--- config.mk ---
export PLATFORM = sky130hd
export DESIGN_NAME = mbinit_step_handshake
export DESIGN_NICKNAME = d
export VERILOG_FILES = /design/src/rtl/mbinit_step_handshake.sv
export SDC_FILE = /design/constraint.sdc
export NUM_CORES = 1
export LEC_CHECK = 0
export ABC_AREA = 1
export CAP_MARGIN = 20
export CORE_MARGIN = 2
export CORE_UTILIZATION = 56
export DETAILED_ROUTE_END_ITERATION = 10
export GPL_TIMING_DRIVEN = 0
export PLACE_DENSITY = 0.81
export SLEW_MARGIN = 10
export SYNTH_ARGS = -nofsm -noshare
export SYNTH_HDL_FRONTEND = slang
export SYNTH_SLANG_ARGS = --single-unit
--- constraint.sdc ---
create_clock -name CLK -period 3.3 [get_ports CLK]
set_input_delay 0.66 -clock CLK [delete_from_list [all_inputs] [get_ports CLK]]
set_output_delay 0.66 -clock CLK [all_outputs]
set_load 0.02 [all_outputs]
--- src/rtl/mbinit_step_handshake.sv ---
// MBINIT sideband handshake for one training step: a local requester and a
// local responder run concurrently and share one sideband TX port. Includes
// a step timeout and a synchronous abort.
module mbinit_step_handshake #(
  parameter int unsigned      MSG_W       = 4,
  parameter logic [MSG_W-1:0] REQ_CODE    = MSG_W'(1),
  parameter logic [MSG_W-1:0] RESP_CODE   = MSG_W'(2),
  parameter int unsigned      TIMEOUT_CYC = 1000,
  parameter int unsigned      CNT_W       = $clog2(TIMEOUT_CYC)
) (
  input  logic             CLK,
  input  logic             rst_n,
  input  logic             i_step_en,
  input  logic             i_train_error_req,
  input  logic [MSG_W-1:0] i_RX_SbMessage,
  input  logic             i_msg_valid,
  input  logic             i_falling_edge_busy,
  output logic [MSG_W-1:0] o_TX_SbMessage,
  output logic             o_tx_valid,
  output logic             o_step_end,
  output logic             o_timeout_err
);

  localparam logic [CNT_W-1:0] LP_CNT_LAST = CNT_W'(TIMEOUT_CYC - 1);

  typedef enum logic [2:0] {
    R_IDLE, R_SEND_REQ, R_WAIT_RESP, R_DONE, R_ERR
  } r_state_t;

  typedef enum logic [2:0] {
    P_IDLE, P_WAIT_REQ, P_SEND_RESP, P_DONE, P_ERR
  } p_state_t;

  typedef enum logic [1:0] {
    OWN_NONE, OWN_R, OWN_P
  } owner_t;

  r_state_t         r_r_state;
  p_state_t         r_p_state;
  owner_t           r_owner;
  logic             r_req_rcvd;
  logic             r_resp_rcvd;
  logic [CNT_W-1:0] r_cnt;
  logic             r_tx_valid;
  logic [MSG_W-1:0] r_tx_msg;
  logic             r_step_end;
  logic             r_timeout_err;

  logic w_clr;
  logic w_rx_req;
  logic w_rx_resp;
  logic w_both_done;
  logic w_cnt_run;
  logic w_to_hit;
  logic w_timeout;
  logic w_r_ack;
  logic w_p_ack;
  logic w_r_pend;
  logic w_p_pend;

  // Abort and loss of enable both return everything to idle
  assign w_clr       = i_train_error_req | ~i_step_en;
  assign w_rx_req    = i_msg_valid && (i_RX_SbMessage == REQ_CODE);
  assign w_rx_resp   = i_msg_valid && (i_RX_SbMessage == RESP_CODE) &&
                       ((r_r_state == R_SEND_REQ) || (r_r_state == R_WAIT_RESP));
  assign w_both_done = (r_r_state == R_DONE) && (r_p_state == P_DONE);
  // The step is timed from the edge that moves the FSMs out of IDLE
  assign w_cnt_run   = (r_r_state != R_IDLE) && !r_step_end && !r_timeout_err;
  assign w_to_hit    = w_cnt_run && (r_cnt == LP_CNT_LAST);
  // Completion landing on the timeout edge takes precedence
  assign w_timeout   = w_to_hit && !w_both_done;
  assign w_r_ack     = (r_owner == OWN_R) && i_falling_edge_busy;
  assign w_p_ack     = (r_owner == OWN_P) && i_falling_edge_busy;
  assign w_r_pend    = (r_r_state == R_SEND_REQ);
  // A captured partner REQ makes the responder pending at once so that it
  // wins a collision with the local REQ on the very first grant
  assign w_p_pend    = (r_p_state == P_SEND_RESP) ||
                       ((r_p_state == P_WAIT_REQ) && r_req_rcvd);

  // Requester FSM: send REQ, then wait for the partner RESP
  always_ff @(posedge CLK or negedge rst_n) begin
    if (!rst_n) begin
      r_r_state <= R_IDLE;
    end else if (w_clr) begin
      r_r_state <= R_IDLE;
    end else if (w_timeout) begin
      r_r_state <= R_ERR;
    end else begin
      case (r_r_state)
        R_IDLE:      if (i_step_en)   r_r_state <= R_SEND_REQ;
        R_SEND_REQ:  if (w_r_ack)     r_r_state <= R_WAIT_RESP;
        R_WAIT_RESP: if (r_resp_rcvd) r_r_state <= R_DONE;
        default:                      r_r_state <= r_r_state;
      endcase
    end
  end

  // Responder FSM: wait for the partner REQ, then send RESP
  always_ff @(posedge CLK or negedge rst_n) begin
    if (!rst_n) begin
      r_p_state <= P_IDLE;
    end else if (w_clr) begin
      r_p_state <= P_IDLE;
    end else if (w_timeout) begin
      r_p_state <= P_ERR;
    end else begin
      case (r_p_state)
        P_IDLE:      if (i_step_en)  r_p_state <= P_WAIT_REQ;
        P_WAIT_REQ:  if (r_req_rcvd) r_p_state <= P_SEND_RESP;
        P_SEND_RESP: if (w_p_ack)    r_p_state <= P_DONE;
        default:                     r_p_state <= r_p_state;
      endcase
    end
  end

  // Sticky capture of partner REQ / RESP while the step is enabled
  always_ff @(posedge CLK or negedge rst_n) begin
    if (!rst_n) begin
      r_req_rcvd  <= 1'b0;
      r_resp_rcvd <= 1'b0;
    end else if (w_clr) begin
      r_req_rcvd  <= 1'b0;
      r_resp_rcvd <= 1'b0;
    end else begin
      if (w_rx_req)  r_req_rcvd  <= 1'b1;
      if (w_rx_resp) r_resp_rcvd <= 1'b1;
    end
  end

  // TX arbiter: responder first; message held until the sideband accepts it
  always_ff @(posedge CLK or negedge rst_n) begin
    if (!rst_n) begin
      r_owner    <= OWN_NONE;
      r_tx_valid <= 1'b0;
      r_tx_msg   <= '0;
    end else if (w_clr || w_timeout) begin
      r_owner    <= OWN_NONE;
      r_tx_valid <= 1'b0;
      r_tx_msg   <= '0;
    end else begin
      case (r_owner)
        OWN_NONE: begin
          if (w_p_pend) begin
            r_owner    <= OWN_P;
            r_tx_valid <= 1'b1;
            r_tx_msg   <= RESP_CODE;
          end else if (w_r_pend) begin
            r_owner    <= OWN_R;
            r_tx_valid <= 1'b1;
            r_tx_msg   <= REQ_CODE;
          end
        end
        default: begin
          if (i_falling_edge_busy) begin
            r_owner    <= OWN_NONE;
            r_tx_valid <= 1'b0;
            r_tx_msg   <= '0;
          end
        end
      endcase
    end
  end

  // Step timer: runs while the step is active and unresolved
  always_ff @(posedge CLK or negedge rst_n) begin
    if (!rst_n) begin
      r_cnt <= '0;
    end else if (w_clr) begin
      r_cnt <= '0;
    end else if (w_cnt_run && !w_to_hit) begin
      r_cnt <= r_cnt + CNT_W'(1);
    end
  end

  // Step status flags, held until the step is dropped or aborted
  always_ff @(posedge CLK or negedge rst_n) begin
    if (!rst_n) begin
      r_step_end    <= 1'b0;
      r_timeout_err <= 1'b0;
    end else if (w_clr) begin
      r_step_end    <= 1'b0;
      r_timeout_err <= 1'b0;
    end else if (w_both_done) begin
      r_step_end    <= 1'b1;
    end else if (w_timeout) begin
      r_timeout_err <= 1'b1;
    end
  end

  assign o_TX_SbMessage = r_tx_msg;
  assign o_tx_valid     = r_tx_valid;
  assign o_step_end     = r_step_end;
  assign o_timeout_err  = r_timeout_err;

endmodule

==> results.sh, run 1 <==
export IMPL_synth_cell_types=26
export IMPL_die_h_um=52.3
export IMPL_grt_pass1_wl_mm=4.96
export IMPL_cts_resized=0
export IMPL_rows=17
export IMPL_cp_top_family="buffers and inverters"
export IMPL_postLayoutCoreUtil=0.690
export IMPL_worstPathCellList="clkdlybuf4s50_1"
export IMPL_fin_hold_ws_ns=0.489
export IMPL_gp_congestion=0.844
export IMPL_crit_fanout=5
export IMPL_syn2layout_area_growth_pct=16.9
export IMPL_vias=1204
export IMPL_postCtsSetupRepairBufs=0
export IMPL_worst_setup_path_start_kind="flop"
export IMPL_drv_cap=0
export IMPL_power_density_nw_per_um2=324
export IMPL_wl_per_cell_um=12.4
export IMPL_hold_viol=0
export IMPL_ctsHoldBuffers=0
export IMPL_min_period_over_period=0.620
export IMPL_place_ws_ns=1.07
export IMPL_cts_sinks=23
export IMPL_cts_buffers=3
export IMPL_slowest_stage="clkdlybuf4s50_1"
export IMPL_diodes=0
export IMPL_clockBufferDepth=2
export IMPL_chipWidth_um=52.3
export IMPL_setup_viol=0
export IMPL_final_nets=207
export IMPL_crit_type="flop to primary output"
export IMPL_core_area_um2=2210
export IMPL_routed_wirelength_mm=2.76
export IMPL_ys_seq_area_frac=0.441
export IMPL_vdd_drop_max_uv=316
export IMPL_clk_pin_slew_ns=0.13
export IMPL_dieArea_um2=2730
export IMPL_worstPathRequired_ns=2.64
export IMPL_netlist_instances=175
export IMPL_status="complete, no violations"
export IMPL_cts_tree="yes"
export IMPL_first_global_vias=1178
export IMPL_maxSlewHeadroom=0.615
export IMPL_slowest_delay_ns=0.63
export IMPL_fmax_ghz=0.489
export IMPL_post_synth_cell_area_avg_um2=7.46
export IMPL_dpl_cell_area_um2=1490
export IMPL_detail_route_antenna_nets=0
export IMPL_setup_tns_final_ns=0
export IMPL_drc_errors=0
export IMPL_drt_initial_drc_count=25
export IMPL_dp_hpwl_mm=2.10
export IMPL_antenna_found_initial=0
export IMPL_grt_overflow_total=0
export IMPL_hp_class="flop to flop"
export IMPL_worst_setup_path_end_kind="primary output"
export IMPL_crit_buf_inv=1
export IMPL_ys_seq_elements=23
export IMPL_worst_slew_pin_slew_ns=0.575
export IMPL_final_cell_area_um2=1530
export IMPL_io_pins=17
export IMPL_skew_ns=0.00414
export IMPL_clockRootBuffer="clkbuf_4"
export IMPL_h_tree_depth=1
export IMPL_rsz0062_at_grt="false"
export IMPL_finalMaxSlewViolations=0
export IMPL_clk_latency_ns=0.32
export IMPL_via_per_inst=5.40
export IMPL_critical_path_arrival_ns=1.39
export IMPL_initial_utilization=0.590
export IMPL_drive_above_1_share=0.0872
export IMPL_grt_max_degree=24
export IMPL_timing_final_ws_setup_ns=1.25
export IMPL_yosys_warnings=0
export IMPL_syn_area_um2=1310
export IMPL_finalCriticalPeriod_ns=2.05
export IMPL_drtPass1Iterations=4
export IMPL_fillers=200
export IMPL_leakage_nw=0.719
export IMPL_port_buffers=14
export IMPL_track_usage=0.248
==> cell families after synthesis <==
kind of cell / count (synthesis) / synth area share
and+or+nand+nor: 94 / 0.329
buffers and inverters: 32 / 0.103
DFF: 23 / 0.441
AOI/OAI and AO/OA: 21 / 0.0939
xor gates and xnor gates: 3 / 0.0201
adders and majority gates: 1 / 0.00958
other: 1 / 0.00287
==> through the flow <==
| step | std cells | total power [W] |
|---|---|---|
| 6_report | 223 | 0.000495 |
| 5_1_grt | 223 | 0.000514 |
| 4_1_cts | 222 | 0.000495 |
| 3_5_place_dp | 218 | 0.000362 |
| 3_3_place_gp | 218 | 0.000359 |
| 2_1_floorplan | 176 | 0.000333 |
==> routing by layer <==
metal	routed length, um	track usage
met2	1300	0.413
met4	63	0.128
met5	0	0
met3	126	0.0457
met1	1270	0.303
==> Yosys cell counts, drive strengths merged <==
cell type	count	area (um2)
o21ai	6	37.5
nor2	26	116
clkbuf	1	3.75
a31oi	1	6.26
o31ai	2	15.0
nand4	14	87.6
ha	1	12.5
nor3	2	10.0
inv	28	113
a21oi	11	55.1
xor2	3	26.3
conb	1	3.75
dfrtp	23	576
buf	2	15.0
o2111ai	1	8.76
clkinv	1	3.75
nand2	45	181
nand3	7	35.0
==> flip-flops by register name, summed over array words and instances, names as in the netlist <==
register,count
o_step_end,1
r_r_state,3
r_resp_rcvd,1
o_TX_SbMessage,2
o_timeout_err,1
r_req_rcvd,1
o_tx_valid,1
r_cnt,10
r_p_state,3
==> cell type report <==
class	instances	area [um2]	share of cell area
multi-input cells	121	599	0.393
flip-flops and latches	23	576	0.377
repair buffers	15	155	0.102
inverters	29	116	0.0762
well taps	28	35.0	0.0230
clock buffers	4	26.3	0.0172
plain buffers	3	18.8	0.0123
==> where the power goes <==
part	internal [W]	leakage (nW)	total, W	switching [W]
Combinational	0.0000265	0.386	0.0000680	0.0000414
Clock	0.0000474	0.0150	0.000137	0.0000893
Sequential	0.000286	0.318	0.000291	0.00000467
==> placed cells by master (no fill, tap or decap), drive strengths merged, types with 2 or more instances in the layout <==
master	n
conb	2
dfrtp	23
o21ai	6
nand4	14
clkbuf	5
nand3	7
o31ai	2
nand2	45
clkdlybuf4s50	14
buf	3
nor3	2
nor2	26
a21oi	11
xor2	3
inv	28
==> worst paths after layout <==
path                       depth (start not counted)           endpoint  slack [ns]         startpoint
min                                                2         o_tx_valid        0.49         o_tx_valid
max reg2reg                                       10  o_TX_SbMessage[0]        1.58           r_cnt[0]
max                                                1  o_TX_SbMessage[0]        1.25  o_TX_SbMessage[0]
max in group asynchronous                          2         o_tx_valid        2.13              rst_n
min in group asynchronous                          1       r_r_state[1]        0.69              rst_n
min reg2reg                                        2         o_tx_valid        0.49         o_tx_valid
Note: power is estimated with default switching activity, not from simulation.
==> inputs of run 2 (changes only) <==
--- a/config.mk
+++ b/config.mk
@@ -8,10 +8,10 @@
 export ABC_AREA = 1
 export CAP_MARGIN = 20
 export CORE_MARGIN = 2
-export CORE_UTILIZATION = 56
+export CORE_UTILIZATION = 54
 export DETAILED_ROUTE_END_ITERATION = 10
 export GPL_TIMING_DRIVEN = 0
-export PLACE_DENSITY = 0.81
+export PLACE_DENSITY = 0.78
 export SLEW_MARGIN = 10
 export SYNTH_ARGS = -nofsm -noshare
 export SYNTH_HDL_FRONTEND = slang
==> constraint.sdc (replaced) <==
create_clock -name CLK -period 1.9 [get_ports CLK]
set_input_delay 0.38 -clock CLK [delete_from_list [all_inputs] [get_ports CLK]]
set_output_delay 0.38 -clock CLK [all_outputs]
set_load 0.02 [all_outputs]
==> run 2 against run 1 <==
Effect of this change: core utilization is 1.3 points lower; design area stayed put; clock skew is 0.0021 ns lower; worst setup slack worse by 1.1 ns; worst hold slack worse by 0.092 ns; non-clock buffer count stayed put; clock power is 61% higher; sequential cell count stayed put; power is 70% higher; die area is 3.4% higher; critical path type unchanged; largest power group unchanged.
==> results.sh, run 2 (synthesis results as in run 1) <==
export IMPL_dp_hpwl_mm=2.10
export IMPL_drive_above_1_share=0.0974
export IMPL_rows=17
export IMPL_final_cell_area_um2=1530
export IMPL_gp_congestion=0.899
export IMPL_postLayoutCoreUtil=0.677
export IMPL_regToRegStartpoint="r_cnt[0]"
export IMPL_clk_pin_slew_ns=0.12
export IMPL_port_buffers=14
export IMPL_track_usage=0.239
export IMPL_hold_viol=0
export IMPL_setup_viol=0
export IMPL_grt_max_degree=24
export IMPL_hp_class="input pin to async pin"
export IMPL_fin_hold_ws_ns=0.397
export IMPL_cp_top_family="buffers and inverters"
export IMPL_h_tree_depth=1
export IMPL_worstPathCellList="clkdlybuf4s50_1"
export IMPL_crit_fanout=5
export IMPL_drc_errors=0
export IMPL_drt_initial_drc_count=40
export IMPL_diodes=0
export IMPL_drv_cap=0
export IMPL_slowest_stage="clkdlybuf4s50_1"
export IMPL_routed_wirelength_mm=2.73
export IMPL_setup_tns_final_ns=0
export IMPL_first_global_vias=1162
export IMPL_io_pins=17
export IMPL_clockRootBuffer="clkbuf_4"
export IMPL_critical_path_arrival_ns=1.36
export IMPL_crit_type="flop to primary output"
export IMPL_clk_latency_ns=0.30
export IMPL_crit_buf_inv=1
export IMPL_min_period_over_period=0.918
export IMPL_final_common_cell="nand2_1"
export IMPL_final_nets=207
export IMPL_via_per_inst=5.37
export IMPL_chipWidth_um=53.2
export IMPL_cts_buffers=3
export IMPL_die_h_um=53.2
export IMPL_core_area_um2=2250
export IMPL_detail_route_antenna_nets=0
export IMPL_p_sw_w=0.000218
export IMPL_worst_setup_path_start_kind="flop"
export IMPL_r2r_end="r_r_state[1]"
export IMPL_grt_overflow_total=0
export IMPL_layout_common_cells="nand2_1, nor2_1, inv_1, dfrtp_1"
export IMPL_dieArea_um2=2830
export IMPL_totalPowerFinal_w=0.000842
export IMPL_vdd_drop_max_uv=610
export IMPL_r2r_setup_slack_ns=0.22
export IMPL_drtPass1Iterations=4
export IMPL_reg_top3="r_cnt x10, r_p_state x3, r_r_state x3"
export IMPL_power_density_nw_per_um2=551
export IMPL_clkPwrFrac=0.262
export IMPL_swShare=0.259
export IMPL_worst_setup_path_end_kind="primary output"
export IMPL_fmax_ghz=0.573
export IMPL_status="complete, no violations"
export IMPL_syn2layout_area_growth_pct=16.9
export IMPL_r2r_cells=10
export IMPL_clockBufferDepth=2
export IMPL_grt_pass1_wl_mm=4.93
export IMPL_wl_per_cell_um=12.2
export IMPL_p_int_w=0.000624
export IMPL_dpl_cell_area_um2=1490
export IMPL_ctsHoldBuffers=0
export IMPL_worst_slew_pin_slew_ns=0.509
export IMPL_skew_ns=0.00206
export IMPL_antenna_found_initial=0
export IMPL_worstPathRequired_ns=1.52
export IMPL_rsz0062_at_grt="false"
export IMPL_slowest_delay_ns=0.63
export IMPL_initial_utilization=0.579
export IMPL_cts_sinks=23
export IMPL_power_frac_seq=0.600
export IMPL_vias=1197
export IMPL_finalMaxSlewViolations=0
export IMPL_top_register="r_cnt"
export IMPL_finalCriticalPeriod_ns=1.74
export IMPL_combPwrFrac=0.138
export IMPL_largest_reg_flops=10
export IMPL_path_depth=1
export IMPL_cts_tree="yes"
export IMPL_leakage_nw=0.717
export IMPL_maxSlewHeadroom=0.659
[run 2: area by class of cell]
type,count,area (um2)
buffer,3,18.8
clock buffer,4,26.3
fill,190,728
inverter,29,116
multi-input combinational,121,602
sequential,23,577
tap,28,35.0
timing repair buffer,15,151
[run 2: worst reg2reg max path: stages, from the launching register on]
cell     delay, ns
dfrtp_2       0.48
ha_1          0.24
nand2_1       0.12
nor2_1        0.05
nand2_1       0.06
nor2_2        0.05
nand2_2       0.14
nand2_2       0.10
inv_1         0.13
nand2_1       0.07
a21oi_1       0.16
[run 2: stage by stage]
step	std cells	worst slack (ns)
2_1_floorplan	176	0.455
3_5_place_dp	218	-0.105
5_1_grt	223	0.0275
4_1_cts	222	0.141
3_3_place_gp	218	0.00147
6_report	223	0.156
[run 2: metal layers]
metal,global-route usage,part of all wire
met5,0,0
met3,0.0650,0.055
met2,0.373,0.46
met1,0.317,0.47
met4,0.0855,0.012
[run 2: worst max path at each step]
| stage | startpoint | endpoint |
|---|---|---|
| 2_1_floorplan | r_cnt[0] | r_cnt[7] |
| 3_3_place_gp | i_step_en | r_r_state[1] |
| 3_5_place_dp | i_step_en | r_r_state[1] |
| 4_1_cts | r_cnt[0] | r_r_state[1] |
| 5_1_grt | r_cnt[0] | o_TX_SbMessage[1] |
| 6_report | o_TX_SbMessage[0] | o_TX_SbMessage[0] |
[run 2: timing repair]
action                     CTS  global route
hold endpoints to repair     0             0
setup buffers                0             0
resized for setup            0             2
setup endpoints to repair    0             5
[run 2: power by group through the flow]
stage	Sequential, W	Combinational, W	Clock (W)
after floorplan	0.000516	0.0000632	0
after global placement	0.000514	0.000109	0
after detailed placement	0.000514	0.000113	0
after CTS	0.000505	0.000113	0.000228
after global routing	0.000507	0.000128	0.000256
final	0.000505	0.000116	0.000220
==> inputs of run 3 (changes only) <==
--- a/config.mk
+++ b/config.mk
@@ -12,6 +12,7 @@
 export DETAILED_ROUTE_END_ITERATION = 10
 export GPL_TIMING_DRIVEN = 0
 export PLACE_DENSITY = 0.78
+export SKIP_CTS_REPAIR_TIMING = 1
 export SLEW_MARGIN = 10
 export SYNTH_ARGS = -nofsm -noshare
 export SYNTH_HDL_FRONTEND = slang
==> results of run 3 <==
Final layout, timing and power as in run 2 (identical DEF).
